===== config.mk =====
export PLATFORM = sky130hd
export DESIGN_NAME = q2s_vec_seq
export DESIGN_NICKNAME = d
export VERILOG_FILES = /design/src/rtl/q2s_vec_seq.sv
export SDC_FILE = /design/constraint.sdc
export NUM_CORES = 1
export LEC_CHECK = 0
export BUFFER_PORTS_ARGS = -buffer_cell sky130_fd_sc_hd__buf_2
export CORE_UTILIZATION = 57
export CTS_CLUSTER_SIZE = 24
export DETAILED_ROUTE_END_ITERATION = 12
export GPL_TIMING_DRIVEN = 0
export MAX_ROUTING_LAYER = met4
export PLACE_DENSITY = 0.88
export SLEW_MARGIN = 20
export SYNTH_ARGS = -nofsm -noshare
export SYNTH_HDL_FRONTEND = slang
export SYNTH_SLANG_ARGS = --single-unit

===== constraint.sdc =====
create_clock -name clk -period 3.9 [get_ports clk]
set_input_delay 0 -clock clk [delete_from_list [all_inputs] [get_ports clk]]
set_output_delay 0 -clock clk [all_outputs]
set_load 0.03 [all_outputs]

===== src/rtl/q2s_vec_seq.sv =====
// Exhaustive stimulus generator and response checker for the q2s combinational block.
// Walks {a,b,c,d} through 0..15, holds each vector, samples f/g and scores them against truth tables.
module q2s_vec_seq #(
  parameter int          HOLD_CYCLES = 20,
  parameter logic [15:0] EXP_F       = 16'h0000,
  parameter logic [15:0] EXP_G       = 16'h0000
) (
  input  logic        clk,
  input  logic        rst,
  input  logic        start,
  output logic        a,
  output logic        b,
  output logic        c,
  output logic        d,
  input  logic        f,
  input  logic        g,
  output logic        busy,
  output logic        done,
  output logic [3:0]  vec_idx,
  output logic [15:0] f_log,
  output logic [15:0] g_log,
  output logic [4:0]  err_cnt,
  output logic        mismatch
);

  typedef enum logic [1:0] {IDLE, DRIVE, FINISHED} state_t;

  localparam logic [7:0] LAST_CNT = 8'(HOLD_CYCLES - 1);

  state_t     state;
  logic [7:0] cnt;
  logic       miss;

  // f and g are combinational from the registered a..d, so they already reflect vec_idx here.
  assign miss = (f != EXP_F[vec_idx]) || (g != EXP_G[vec_idx]);

  // NOTE: every register below is written with <= so all updates on an edge see pre-edge values.
  always_ff @(posedge clk) begin
    if (rst) begin
      state        <= IDLE;
      cnt          <= '0;
      {a, b, c, d} <= 4'd0;
      busy         <= 1'b0;
      done         <= 1'b0;
      vec_idx      <= '0;
      f_log        <= '0;
      g_log        <= '0;
      err_cnt      <= '0;
      mismatch     <= 1'b0;
    end else begin
      mismatch <= 1'b0;
      case (state)
        IDLE, FINISHED: begin
          if (start) begin
            state        <= DRIVE;
            vec_idx      <= '0;
            {a, b, c, d} <= 4'd0;
            cnt          <= '0;
            f_log        <= '0;
            g_log        <= '0;
            err_cnt      <= '0;
            busy         <= 1'b1;
            done         <= 1'b0;
          end
        end
        DRIVE: begin
          if (cnt == LAST_CNT) begin
            f_log[vec_idx] <= f;
            g_log[vec_idx] <= g;
            if (miss) begin
              err_cnt  <= err_cnt + 5'd1;
              mismatch <= 1'b1;
            end
            cnt <= '0;
            if (vec_idx == 4'd15) begin
              state        <= FINISHED;
              busy         <= 1'b0;
              done         <= 1'b1;
              vec_idx      <= '0;
              {a, b, c, d} <= 4'd0;
            end else begin
              vec_idx      <= vec_idx + 4'd1;
              {a, b, c, d} <= vec_idx + 4'd1;
            end
          end else begin
            cnt <= cnt + 8'd1;
          end
        end
        default: state <= IDLE;
      endcase
    end
  end

endmodule


== Word-level counts from Yosys, hierarchy flattened ==
Memory sizes are Yosys's and may differ from the RTL's. A register that Yosys moved wholly into a read port is not among the register bits.
Index checks and enable logic that the tools add are counted.

* Memories kept: 1
* Bits in registers: 58
* Word-level logic and storage cells: 90
* Memory bits (read-only): 16

* Magnitude comparators: 2
* Eq/ne operators: 10
* Reduce and logical (&&, ||, !) cells: 11
* Add/subtract/negate cells: 3
* Bitwise logic cells: 2
* Multiplexer cells: 48

{| class="wikitable"
|+ Memories
! memory !! words !! bits a word !! read ports !! clocked after memory_dff !! wr ports !! RTL line !! text
|-
| (name not given) || 16 || 1 || 1 || 1 || 0 || 35 || <nowiki>assign miss = (f != EXP_F[vec_idx]) || (g != EXP_G[vec_idx]);</nowiki>
|}

{| class="wikitable"
|+ Operators with widths
! kind !! number
|-
| $pmux W16 S2 || 2
|-
| $mux W16 || 3
|-
| $bwmux W16 || 2
|-
| $mux W4 || 5
|-
| $mux W1 || 17
|-
| $mux W8 || 2
|-
| $pmux W8 S2 || 1
|-
| $mux W5 || 3
|-
| $pmux W1 S2 || 6
|-
| $pmux W5 S2 || 1
|-
| $add A8 B1 Y8 const B || 1
|-
| $eq A8 B5 Y1 const B || 1
|-
| $ne A2 B2 Y1 const B || 4
|-
| $pmux W4 S2 || 1
|-
| $reduce_and A4 Y1 || 2
|-
| $mux W2 || 3
|-
| $reduce_and A3 Y1 || 2
|-
| $add A5 B1 Y5 const B || 1
|-
| $lt A4 B5 Y1 const B || 1
|-
| $add A4 B1 Y4 const B || 1
|-
| $demux W1 S4 || 1
|-
| $eq A4 B4 Y1 const B || 1
|-
| $ge A4 B1 Y1 const B || 1
|-
| $pmux W2 S2 || 1
|-
| 11 further kinds || 13
|}

== Depth between registers and ports, before layout ==
Gate-level depths: netlist of the first run.

* Depth in word-level cells: 7
* Mapped depth: 6
* Gate-level depth less buffers: 5

== Worst setup path after synthesis of the first run ==
Ideal clock, no wire load.

* Path type: register to register
* Start point: reg vec_idx[0]
* End point: reg g_log[15]
* Data required time: 3.775 ns
* Clock period less this slack: 1.608 ns
* Stages on the path, launching flop included: 6
* Setup slack: 2.292 ns
* Library setup time: 0.125 ns
* Arrival time: 1.483 ns
* Cells stage by stage: dfxtp_1 ha_1 and3_1 nand4_1 nand3_1 o21ai_1

* Cells in the longest elaborated chain, start to end: 7
* Elaborated cells between the ends (all ways): 8
* Those cells by class: order compare (2); mux (5); reduce/logical (1)

{| class="wikitable"
|+ Ends and longest elaborated chain
! what !! RTL line !! text
|-
| start, declared || 19 || <nowiki>output logic [3:0] vec_idx,</nowiki>
|-
| start signal, assigned || 82 || <nowiki>vec_idx <= vec_idx + 4'd1;</nowiki>
|-
| $lt A4 B5 Y1 (implied by the code) / $ge A4 B1 Y1 (equally long branches) || 69 || <nowiki>g_log[vec_idx] <= g;</nowiki>
|-
| $logic_and A1 B1 Y1 (implied by the code) || 69 ||
|-
| $mux W1 (implied by the code) || 69 ||
|-
| $demux W1 S4 (*) || 69 ||
|-
| $bwmux W16 (*) || 69 ||
|-
| $mux W16 (*) || 67 || <nowiki>if (cnt == LAST_CNT) begin</nowiki>
|-
| $pmux W16 S2 (*) || 52 || <nowiki>case (state)</nowiki>
|-
| end signal, assigned by index || 69 ||
|-
| end, declared || 21 || <nowiki>output logic [15:0] g_log,</nowiki>
|}

Mark *: on every way between the ends. The rest lies on a longest branch, timed or not. The select of a mux whose other input is x is not followed.
A chain may end at the register's enable or synchronous reset.

== Worst setup path in the final report of the first run ==
* Start point: reg state[0]
* End point: reg g_log[5]

* Cells in the longest elaborated chain, start to end: 4
* Elaborated cells between the ends (all ways): 9
* Those cells by class: eq/ne (4); mux (1); reduce/logical (4)

{| class="wikitable"
|+ Ends and longest elaborated chain
! what !! RTL line !! text
|-
| start, declared || 30 || <nowiki>state_t state;</nowiki>
|-
| start signal, assigned || 40 || <nowiki>state <= IDLE;</nowiki>
|-
| start signal, assigned || 55 || <nowiki>state <= DRIVE;</nowiki>
|-
| start signal, assigned || 76 || <nowiki>state <= FINISHED;</nowiki>
|-
| $eq A2 B2 Y1 / $logic_not A2 Y1 (equally long branches) || 52 ||
|-
| $reduce_or A2 Y1 || 52 ||
|-
| $ne A2 B2 Y1 (no source line) / $reduce_bool A2 Y1 (equally long branches) || - ||
|-
| $reduce_and A3 Y1 (no source line) || - ||
|}

Several ways; a longest one is shown, not always the timed one.

==> metrics.txt, run 1 <==
outcome=finished clean; Sw Pwr=0.000221 W; core box area=4030 um2; Slew headroom=0.671; crit-path cells=nor2b_1, nor2_1, clkbuf_1, nand2_1, mux2i_1; Comb power frac=0.060; detailed router's first-iteration violation count=115; Crit Path Class=reg -> reg; n_diodes=0; worst hold path class=in -> reg; Synth cell types=43; Area contributors post-synth=dfxtp_1, mux2i_1, nand2_1; Area after DPL=2720 um2; GR Util All Layers=0.259; H-Tree Level Count=2; crit path max fanout=10; Hold Vio Cnt, Final=0; Arr. time, crit path=2.00 ns; vias=between 2,000 and 2,500; layout cell share with drive strength beyond 1=0.223; Yosys reg bits=54; Routability Congestion=between 0.8 and 0.9; VDD IR max=roughly 0.25 mV; XOR/XNOR share of the synthesized area=0.00366; die area=4460 um2; Synth async-reset ratio=0; Synth Area in Adders=0.0313; die height=around 67 um; Rows=23; Setup TNS=0 ns; RSZ-0062 raised after global routing=false; Tightest Pin Transition=just under 0.5 ns; syn_area_per_cell=8.94 um2; Inserted Clock Buffers=5; Area growth syn-to-layout=17.3%; CTS Root Cell=clkbuf_8; Starting Density=0.594; CP bufs+invs=1; Post-synth EDFFs=0; Longest Clk Path Bufs=2; Period minus WS final=1.77 ns; required time worst endpoint=4.13 ns; FMAX=564 MHz; Max-cap violations=0; Synth Cell Area=roughly 2400 um2; Max stage delay cell, worst path=dfxtp_1; # DRC=0; cell count after synthesis=about 270; clock slew at reported path FFs=about 0.10 ns; initial antenna violation count=0; CP Capture Type=register; wire per inst=14.2 um; Die X=around 67 um; post-CTS sizing=0; syn nets=roughly 280; top cell type's share of synthesized area=0.451; share of power burned in registers=0.609; Slew Limit Fails=0; top cells by count, synth=dfxtp_1, nand2_1, mux2i_1; HPWL after detailed placement=3.83 mm; sequential area share after synthesis=0.451; Pint=0.000693 W; first-pass GRT wire length=8.51 mm; Final ANT Viol Nets=0; Clk pwr share=0.331; IO Pins=between 50 and 60; delay of the slowest critical-path stage=0.47 ns; P_leak=~1.3 nW; Compound-Gate Fraction of Synth Area=0.0925; synthesized-area fraction occupied by and/or/nand/nor cells=0.268; Sw Share=0.242; design area=2810 um2; vias in the first global route=1,896; Hold Slack=0.103 ns; Post-CTS Setup Inserts=0; # clock sinks=54; count of final setup violators=0; clk_skew=between 0.008 and 0.009 ns; mux contribution to synthesized area=0.109; worst skew pair latency=0.31 ns; crit path launch type=register; most common cell in the synthesized netlist=dfxtp_1; Yosys warning count=0; pin count of the biggest net entering global routing=17; via-per-instance ratio=5.74; final worst-path cycle share=0.455; CTS tree=done; final wirelength=5.36 mm; post-synth top area cell=dfxtp_1; CP top delay family=simple AND/OR/NAND/NOR gates; global route overflow=0; Pwr Density=326 nW/um2; Synth Flop Type=dfxtp_1; Final Util=0.698; IO buf count=52; Total Nets Final=339; largest family of logic cells by synthesized area=simple AND/OR/NAND/NOR gates; First-pass DRT Iterations=4
[cells by family (layout without fill, tap and decap cells)]
kind of cell / count (synthesis) / after routing
buf+inv: 20 / 80
flops: 54 / 54
fa+ha+maj: 6 / 6
compound gates: 36 / 36
simple gates: 125 / 125
xor+xnor: 1 / 1
mux: 26 / 26
[metrics by stage]
step	total power (W)	setup slack, ns	std cells
after CTS	0.000920	2.16	378
after global routing	0.000946	1.99	378
final	0.000915	2.13	378
after floorplan	0.000607	2.29	268
after global placement	0.000622	2.21	370
after detailed placement	0.000623	2.17	370
[path summary, 6_finish.rpt]
kind,from,to,slack (ns),cells past startpoint
setup / recovery,state[0],g_log[5],2.13,5
hold / removal,f,mismatch,0.10,3
setup reg to reg,state[0],g_log[5],2.13,5
hold reg to reg,done,done,0.46,2
[final cells by class]
cell class,instances,area [um2]
tap,50,62.6
timing repair buffer,53,270
inverter,3,11.3
fill,329,1220
sequential,54,1080
buffer,17,93.8
clock inverter,2,13.8
multi-input combinational,194,1210
clock buffer,5,68.8
[power groups by stage]
stage	Clock [W]	Combinational (W)	Sequential (W)
2_1_floorplan	0	0.0000362	0.000571
3_3_place_gp	0	0.0000527	0.000570
3_5_place_dp	0	0.0000533	0.000570
4_1_cts	0.000309	0.0000546	0.000557
5_1_grt	0.000328	0.0000608	0.000558
6_report	0.000303	0.0000550	0.000557
[tightest hold or removal path, delay by kind of cell]
kind,cells,cell delay [ns]
buf+inv,1,0.09
simple gates,2,0.26
[state kept, by name (all words and copies together) (netlist names)]
name / cells
cnt: 8
f_log: 16
mismatch: 1
g_log: 16
done: 1
busy: 1
err_cnt: 5
state: 2
vec_idx: 4
[repair_timing]
action | CTS | global route
hold endpoints to repair | 2 | 0
endpoints found under the setup margin | 0 | 0
hold buffers | 1 | 0
[metal layers]
| metal | vias to the layer above | share of wire | track usage |
|---|---|---|---|
| met1 | 1006 | 0.47 | 0.332 |
| met3 | 7 | 0.060 | 0.0616 |
| met5 | - | 0 | - |
| met4 | 0 | 0.014 | 0.0957 |
| met2 | 78 | 0.46 | 0.396 |
| li1 | 1079 | - | - |
[cells in the final DEF (no fill, tap or decap), types with 2 or more instances in the layout]
cell,synthesis,final
nor2_1,15,15
nor3_1,6,6
a21oi_1,8,8
nor4bb_1,2,2
nand2b_1,2,2
o21ai_0,3,3
clkbuf_8,0,5
and3_1,4,4
nand3_1,22,22
buf_2,3,55
nand4_1,10,10
nand2_1,44,44
inv_1,2,2
and2_1,6,6
clkbuf_1,8,8
ha_1,6,6
nor2b_1,2,2
o21a_1,2,2
nor3_2,2,2
o21ai_1,11,11
buf_4,5,5
or3_1,3,3
dfxtp_1,54,54
a311oi_1,2,2
mux2i_1,25,25
a31oi_1,3,3
No activity file was read; power rests on OpenSTA's default activity.
==> run 2: changes to the inputs <==
--- a/config.mk
+++ b/config.mk
@@ -6,12 +6,12 @@
 export NUM_CORES = 1
 export LEC_CHECK = 0
 export BUFFER_PORTS_ARGS = -buffer_cell sky130_fd_sc_hd__buf_2
-export CORE_UTILIZATION = 57
+export CORE_UTILIZATION = 48
 export CTS_CLUSTER_SIZE = 24
 export DETAILED_ROUTE_END_ITERATION = 12
 export GPL_TIMING_DRIVEN = 0
 export MAX_ROUTING_LAYER = met4
-export PLACE_DENSITY = 0.88
+export PLACE_DENSITY = 0.8
 export SLEW_MARGIN = 20
 export SYNTH_ARGS = -nofsm -noshare
 export SYNTH_HDL_FRONTEND = slang
==> constraint.sdc (replaced) <==
create_clock -name clk -period 1.5 [get_ports clk]
set_input_delay 0 -clock clk [delete_from_list [all_inputs] [get_ports clk]]
set_output_delay 0 -clock clk [all_outputs]
set_load 0.03 [all_outputs]
==> metrics.txt, run 2 (synthesis results as in run 1) <==
worst skew pair latency=0.31 ns (about the same); n_diodes=0 (unchanged); IO Pins=53 (unchanged); commonest cells after routing, fill and taps aside=buf_2, dfxtp_1, nand2_1; hold endpoint=g_log[11]; Hold Vio Cnt, Final=0 (unchanged); crit path launch type=register; first-pass GRT wire length=9.38 mm (+10%); Final Util=0.640 (-0.0575); clk_skew=0.00973 ns (+0.00127 ns); largest registers=f_log x16, g_log x16, cnt x8; CTS Root Cell=clkbuf_8; # DRC=0 (unchanged); worst flop-to-flop path endpoint=vec_idx[2]; detailed router's first-iteration violation count=153 (+33%); core box area=4750 um2 (+18%); required time worst endpoint=1.73 ns (-2.40 ns); RSZ-0062 raised after global routing=true; wire per inst=15.2 um (+7.4%); Max-cap violations=0 (unchanged); # clock sinks=54 (unchanged); r2r setup slk=-0.09 ns (-2.22 ns); Arr. time, crit path=1.82 ns (-0.18 ns); GR Util All Layers=0.239 (-0.0204); vias in the first global route=2,022 (+6.6%); Total Nets Final=348 (+2.7%); Inserted Clock Buffers=5 (unchanged); IO buf count=52 (unchanged); count of final setup violators=10 (+10); FMAX=628 MHz (+11%); Starting Density=0.504 (-0.0907); design area=3040 um2 (+8.3%); VDD IR max=0.518 mV (+110%); CP Capture Type=register; Longest Clk Path Bufs=2 (unchanged); outcome=complete, but fails checks; final wirelength=6.14 mm (+15%); die area=5280 um2 (+18%); Slew headroom=0.640 (-0.0303); Tightest Pin Transition=0.539 ns (+0.0454 ns); initial antenna violation count=0 (unchanged); crit path max fanout=5 (-5); First-pass DRT Iterations=4 (unchanged); Area after DPL=2760 um2 (+1.5%); Die X=72.6 um (+8.7%); dpl ws=-0.190 ns (-2.35 ns); Area growth syn-to-layout=27.1%; P_leak=1.43 nW (+6.2%); final worst-path cycle share=1.06 (+0.606); fillers=423 (+29%); Slew Limit Fails=0 (unchanged); most common cell after layout, fill and taps aside=buf_2; Final ANT Viol Nets=0 (unchanged); WHS Path Cells=3 (unchanged); R2R cell count=7 (+2); vias=2,225 (+2.5%); via-per-instance ratio=5.51 (-4.1%); CTS tree=done; Routability Congestion=0.858 (+1.1%); layout cell share with drive strength beyond 1=0.341 (+0.119); H-Tree Level Count=2 (unchanged); clock slew at reported path FFs=0.09 ns (about the same); pin count of the biggest net entering global routing=17 (unchanged); hold path start=g; Period minus WS final=1.59 ns (-0.182 ns); Pwr Density=796 nW/um2 (+140%); final worst slack=-0.0914 ns (-2.22 ns); FF-to-FF Start=cnt[0]; worst hold path class=in -> reg; die height=72.6 um (+8.7%); HPWL after detailed placement=4.07 mm (+6.3%); dpl cells=387 (+4.6%); failing checks=negative setup slack; Setup TNS=-0.266 ns (-0.266 ns); global route overflow=0 (unchanged); Crit Path Class=reg -> reg; Rows=25 (+8.7%); Non-Filler Instances=404 (+6.9%)
run 2: changes by cell type in the layout (fill, tap and decap cells not counted), moves of 3 or more:
cell	delta
buf_6	+4
clkbuf_1	-4
dfxtp_4	+3
and2_1	-3
buf_4	+7
clkbuf_2	+3
dfxtp_1	-11
dfxtp_2	+8
run 2: per-layer routing:
metal,track usage,wire (um),share of wire,vias up
met1,0.303,2700,0.44,1046
met2,0.383,3030,0.49,84
li1,-,-,-,1089
met4,0.0763,83,0.014,0
met3,0.0483,332,0.054,6
met5,-,0,0,-
run 2: cell type report:
class	instances	area, um2	share of cell area
buffer	16	110	0.0362
clock buffer	5	68.8	0.0226
multi-input combinational	194	1310	0.429
timing repair buffer	63	347	0.114
inverter	3	11.3	0.00370
tap	67	83.8	0.0275
sequential	54	1100	0.362
clock inverter	2	13.8	0.00452
run 2: how the worst max path moves through the flow:
stage	from	endpoint	cells past startpoint
after floorplan	cnt[1]	vec_idx[3]	6
after CTS	cnt[0]	cnt[5]	6
after detailed placement	state[0]	f_log[13]	5
after global placement	state[0]	f_log[4]	5
after global routing	cnt[0]	vec_idx[2]	7
final	cnt[0]	vec_idx[2]	7
run 2: timing repair:
action | 4_1_cts | 5_1_grt
buffers inserted | 8 | 1
pin swaps | 8 | 9
gates resized for setup | 18 | 19
setup endpoints to repair | 43 | 45
hold buffers | 1 | 0
hold endpoints to repair | 2 | 0
cloned | 1 | 0
run 2: power by group:
group	switching [W]	leakage [nW]	total, W	internal, W
Combinational	0.000115	0.941	0.000173	0.0000580
Clock	0.000480	0.0444	0.000803	0.000324
Sequential	0.00000888	0.442	0.00145	0.00144
run 2: critical path, stage by stage (launching register included):
cell and delay, ns:
dfxtp_4 0.37, ha_4 0.13, and4bb_2 0.29, buf_6 0.14, buf_6 0.09, nand4_1 0.13, xor2_1 0.19, nor3_1 0.16
run 2: stage by stage:
stage | power [W] | hold slack (ns)
after floorplan | 0.00158 | 0.175
after global placement | 0.00162 | 0.297
after detailed placement | 0.00163 | 0.311
after CTS | 0.00242 | 0.111
after global routing | 0.00249 | 0.134
final | 0.00242 | 0.101
==> run 3: changes to the inputs <==
--- a/config.mk
+++ b/config.mk
@@ -6,12 +6,13 @@
 export NUM_CORES = 1
 export LEC_CHECK = 0
 export BUFFER_PORTS_ARGS = -buffer_cell sky130_fd_sc_hd__buf_2
-export CORE_UTILIZATION = 48
+export CORE_UTILIZATION = 45
 export CTS_CLUSTER_SIZE = 24
 export DETAILED_ROUTE_END_ITERATION = 12
 export GPL_TIMING_DRIVEN = 0
 export MAX_ROUTING_LAYER = met4
-export PLACE_DENSITY = 0.8
+export PLACE_DENSITY = 0.76
+export SKIP_CTS_REPAIR_TIMING = 1
 export SLEW_MARGIN = 20
 export SYNTH_ARGS = -nofsm -noshare
 export SYNTH_HDL_FRONTEND = slang
==> metrics.txt, run 3 (synthesis results as in run 1) <==
outcome=complete, but fails checks; failing checks=negative setup slack; final worst-path cycle share=1.07 (+0.00501); First-pass DRT Iterations=4 (unchanged); vias=2,225 (unchanged); P_leak=1.45 nW (+1.5%); R2R cell count=6 (-1); Die X=75.0 um (+3.2%); Final Util=0.603 (-0.0371); final worst slack=-0.0989 ns (-0.00752 ns); die height=75.0 um (+3.2%); crit path max fanout=5 (unchanged); n_diodes=0 (unchanged); # DRC=0 (unchanged); # clock sinks=54 (unchanged); IO buf count=52 (unchanged); detailed router's first-iteration violation count=142 (-7.2%); GR Util All Layers=0.205 (-0.0344); worst flop-to-flop path endpoint=vec_idx[3]; CTS tree=done; required time worst endpoint=1.74 ns (about the same); delay of the slowest critical-path stage=0.38 ns (about the same); design area=3080 um2 (+1.2%); Crit Path Class=reg -> reg; final wirelength=5.95 mm (-3.2%); Slew headroom=0.596 (-0.0442); clock slew at reported path FFs=0.10 ns (about the same); layout cell share with drive strength beyond 1=0.347 (+0.00581); H-Tree Level Count=2 (unchanged); VDD IR max=0.444 mV (-14%); CP Capture Type=register; HPWL after detailed placement=3.93 mm (-3.4%); crit-path cells=ha_4, and4bb_2, buf_6, nand3_4, or3_1, a21oi_1; FF-to-FF Start=cnt[0]; r2r setup slk=-0.1 ns (about the same); fillers=468 (+11%); Levels on crit path=6 (-1); Critical path destination=vec_idx[3]; Period minus WS final=1.60 ns (+0.00752 ns); Slew Limit Fails=0 (unchanged); die area=5620 um2 (+6.5%); Arr. time, crit path=1.84 ns (+0.02 ns); Area after DPL=2760 um2 (+0.14%); crit path launch type=register; CTS Root Cell=clkbuf_8; Max-cap violations=0 (unchanged); wire per inst=14.5 um (-4.6%); CP bufs+invs=1 (-1); Longest Clk Path Bufs=2 (unchanged); CP top delay family=simple AND/OR/NAND/NOR gates; FMAX=625 MHz (-0.47%); largest registers=f_log x16, g_log x16, cnt x8; Inserted Clock Buffers=5 (unchanged); Pwr Density=815 nW/um2 (+2.3%); core box area=5110 um2 (+7.4%); Starting Density=0.469 (-0.0348); pin count of the biggest net entering global routing=18 (+1); count of final setup violators=14 (+4); Area growth syn-to-layout=28.6%; Max stage delay cell, worst path=dfxtp_4; commonest cells after routing, fill and taps aside=buf_2, dfxtp_1, nand2_1; Rows=26 (+4.0%); Hold Vio Cnt, Final=0 (unchanged); Tightest Pin Transition=0.606 ns (+0.0662 ns); Setup crit start=cnt[0]; clk_skew=0.00659 ns (-0.00315 ns); initial antenna violation count=0 (unchanged); worst hold path class=in -> reg; RSZ-0062 raised after global routing=true; first-pass GRT wire length=8.50 mm (-9.4%); Routability Congestion=0.871 (+1.6%); most common cell after layout, fill and taps aside=buf_2; Final ANT Viol Nets=0 (unchanged); IO Pins=53 (unchanged); vias in the first global route=1,843 (-8.9%); worst skew pair latency=0.31 ns (about the same); via-per-instance ratio=5.43 (-1.5%); Total Nets Final=350 (+0.57%); global route overflow=0 (unchanged)
[run 3: cell count changes in the layout (fill, tap and decap cells not counted), sizes merged]
cell    before  now
clkinv       2    3
buf         71   72
inv          3    2
clkbuf      12   14
[run 3: metrics by stage]
stage	setup slack (ns)	hold WS, ns	instances	power [W]	setup TNS (ns)
final	-0.0989	0.100	410	0.00251	-0.480
after global routing	-0.144	0.133	410	0.00261	-2.41
after CTS	-0.181	-0.0125	398	0.00248	-4.56
after detailed placement	-0.160	0.307	390	0.00163	-3.61
after global placement	-0.118	0.298	390	0.00162	-2.58
after floorplan	0.00219	0.175	268	0.00158	0
[run 3: routing by layer]
layer | GRT usage | vias to the layer above | part of all wire
met5 | - | - | 0
met4 | 0.0503 | 0 | 0.013
met3 | 0.0402 | 7 | 0.042
met2 | 0.317 | 66 | 0.48
met1 | 0.274 | 1055 | 0.46
li1 | - | 1097 | -
[run 3: worst min-delay path by stage]
stage / start / end / slack (ns) / cells past startpoint
finish: g / g_log[15] / 0.10 / 3
global route: g / g_log[15] / 0.13 / 3
CTS: start / state[1] / -0.01 / 4
detailed placement: start / state[0] / 0.31 / 3
global placement: start / state[0] / 0.30 / 3
floorplan: start / state[0] / 0.18 / 2
[run 3: final cells by class]
| cell class | instances | area (um2) | share of cell area |
|---|---|---|---|
| clock buffers | 6 | 82.6 | 0.0268 |
| plain buffers | 17 | 111 | 0.0362 |
| inverters | 3 | 11.3 | 0.00366 |
| multi-input cells | 194 | 1310 | 0.424 |
| well taps | 70 | 87.6 | 0.0284 |
| clock inverters | 2 | 17.5 | 0.00569 |
| repair buffers | 64 | 365 | 0.119 |
| flip-flops and latches | 54 | 1100 | 0.356 |
[run 3: worst min-delay path: cells and delay by family]
kind | cells | cell delay, ns
buffers and inverters | 1 | 0.11
AO/OA/AOI/OAI | 1 | 0.08
AND/OR/NAND/NOR | 1 | 0.19
[run 3: power by group]
group / switching, W / internal [W]
Sequential: 0.00000939 / 0.00144
Combinational: 0.000110 / 0.0000555
Clock: 0.000513 / 0.000381
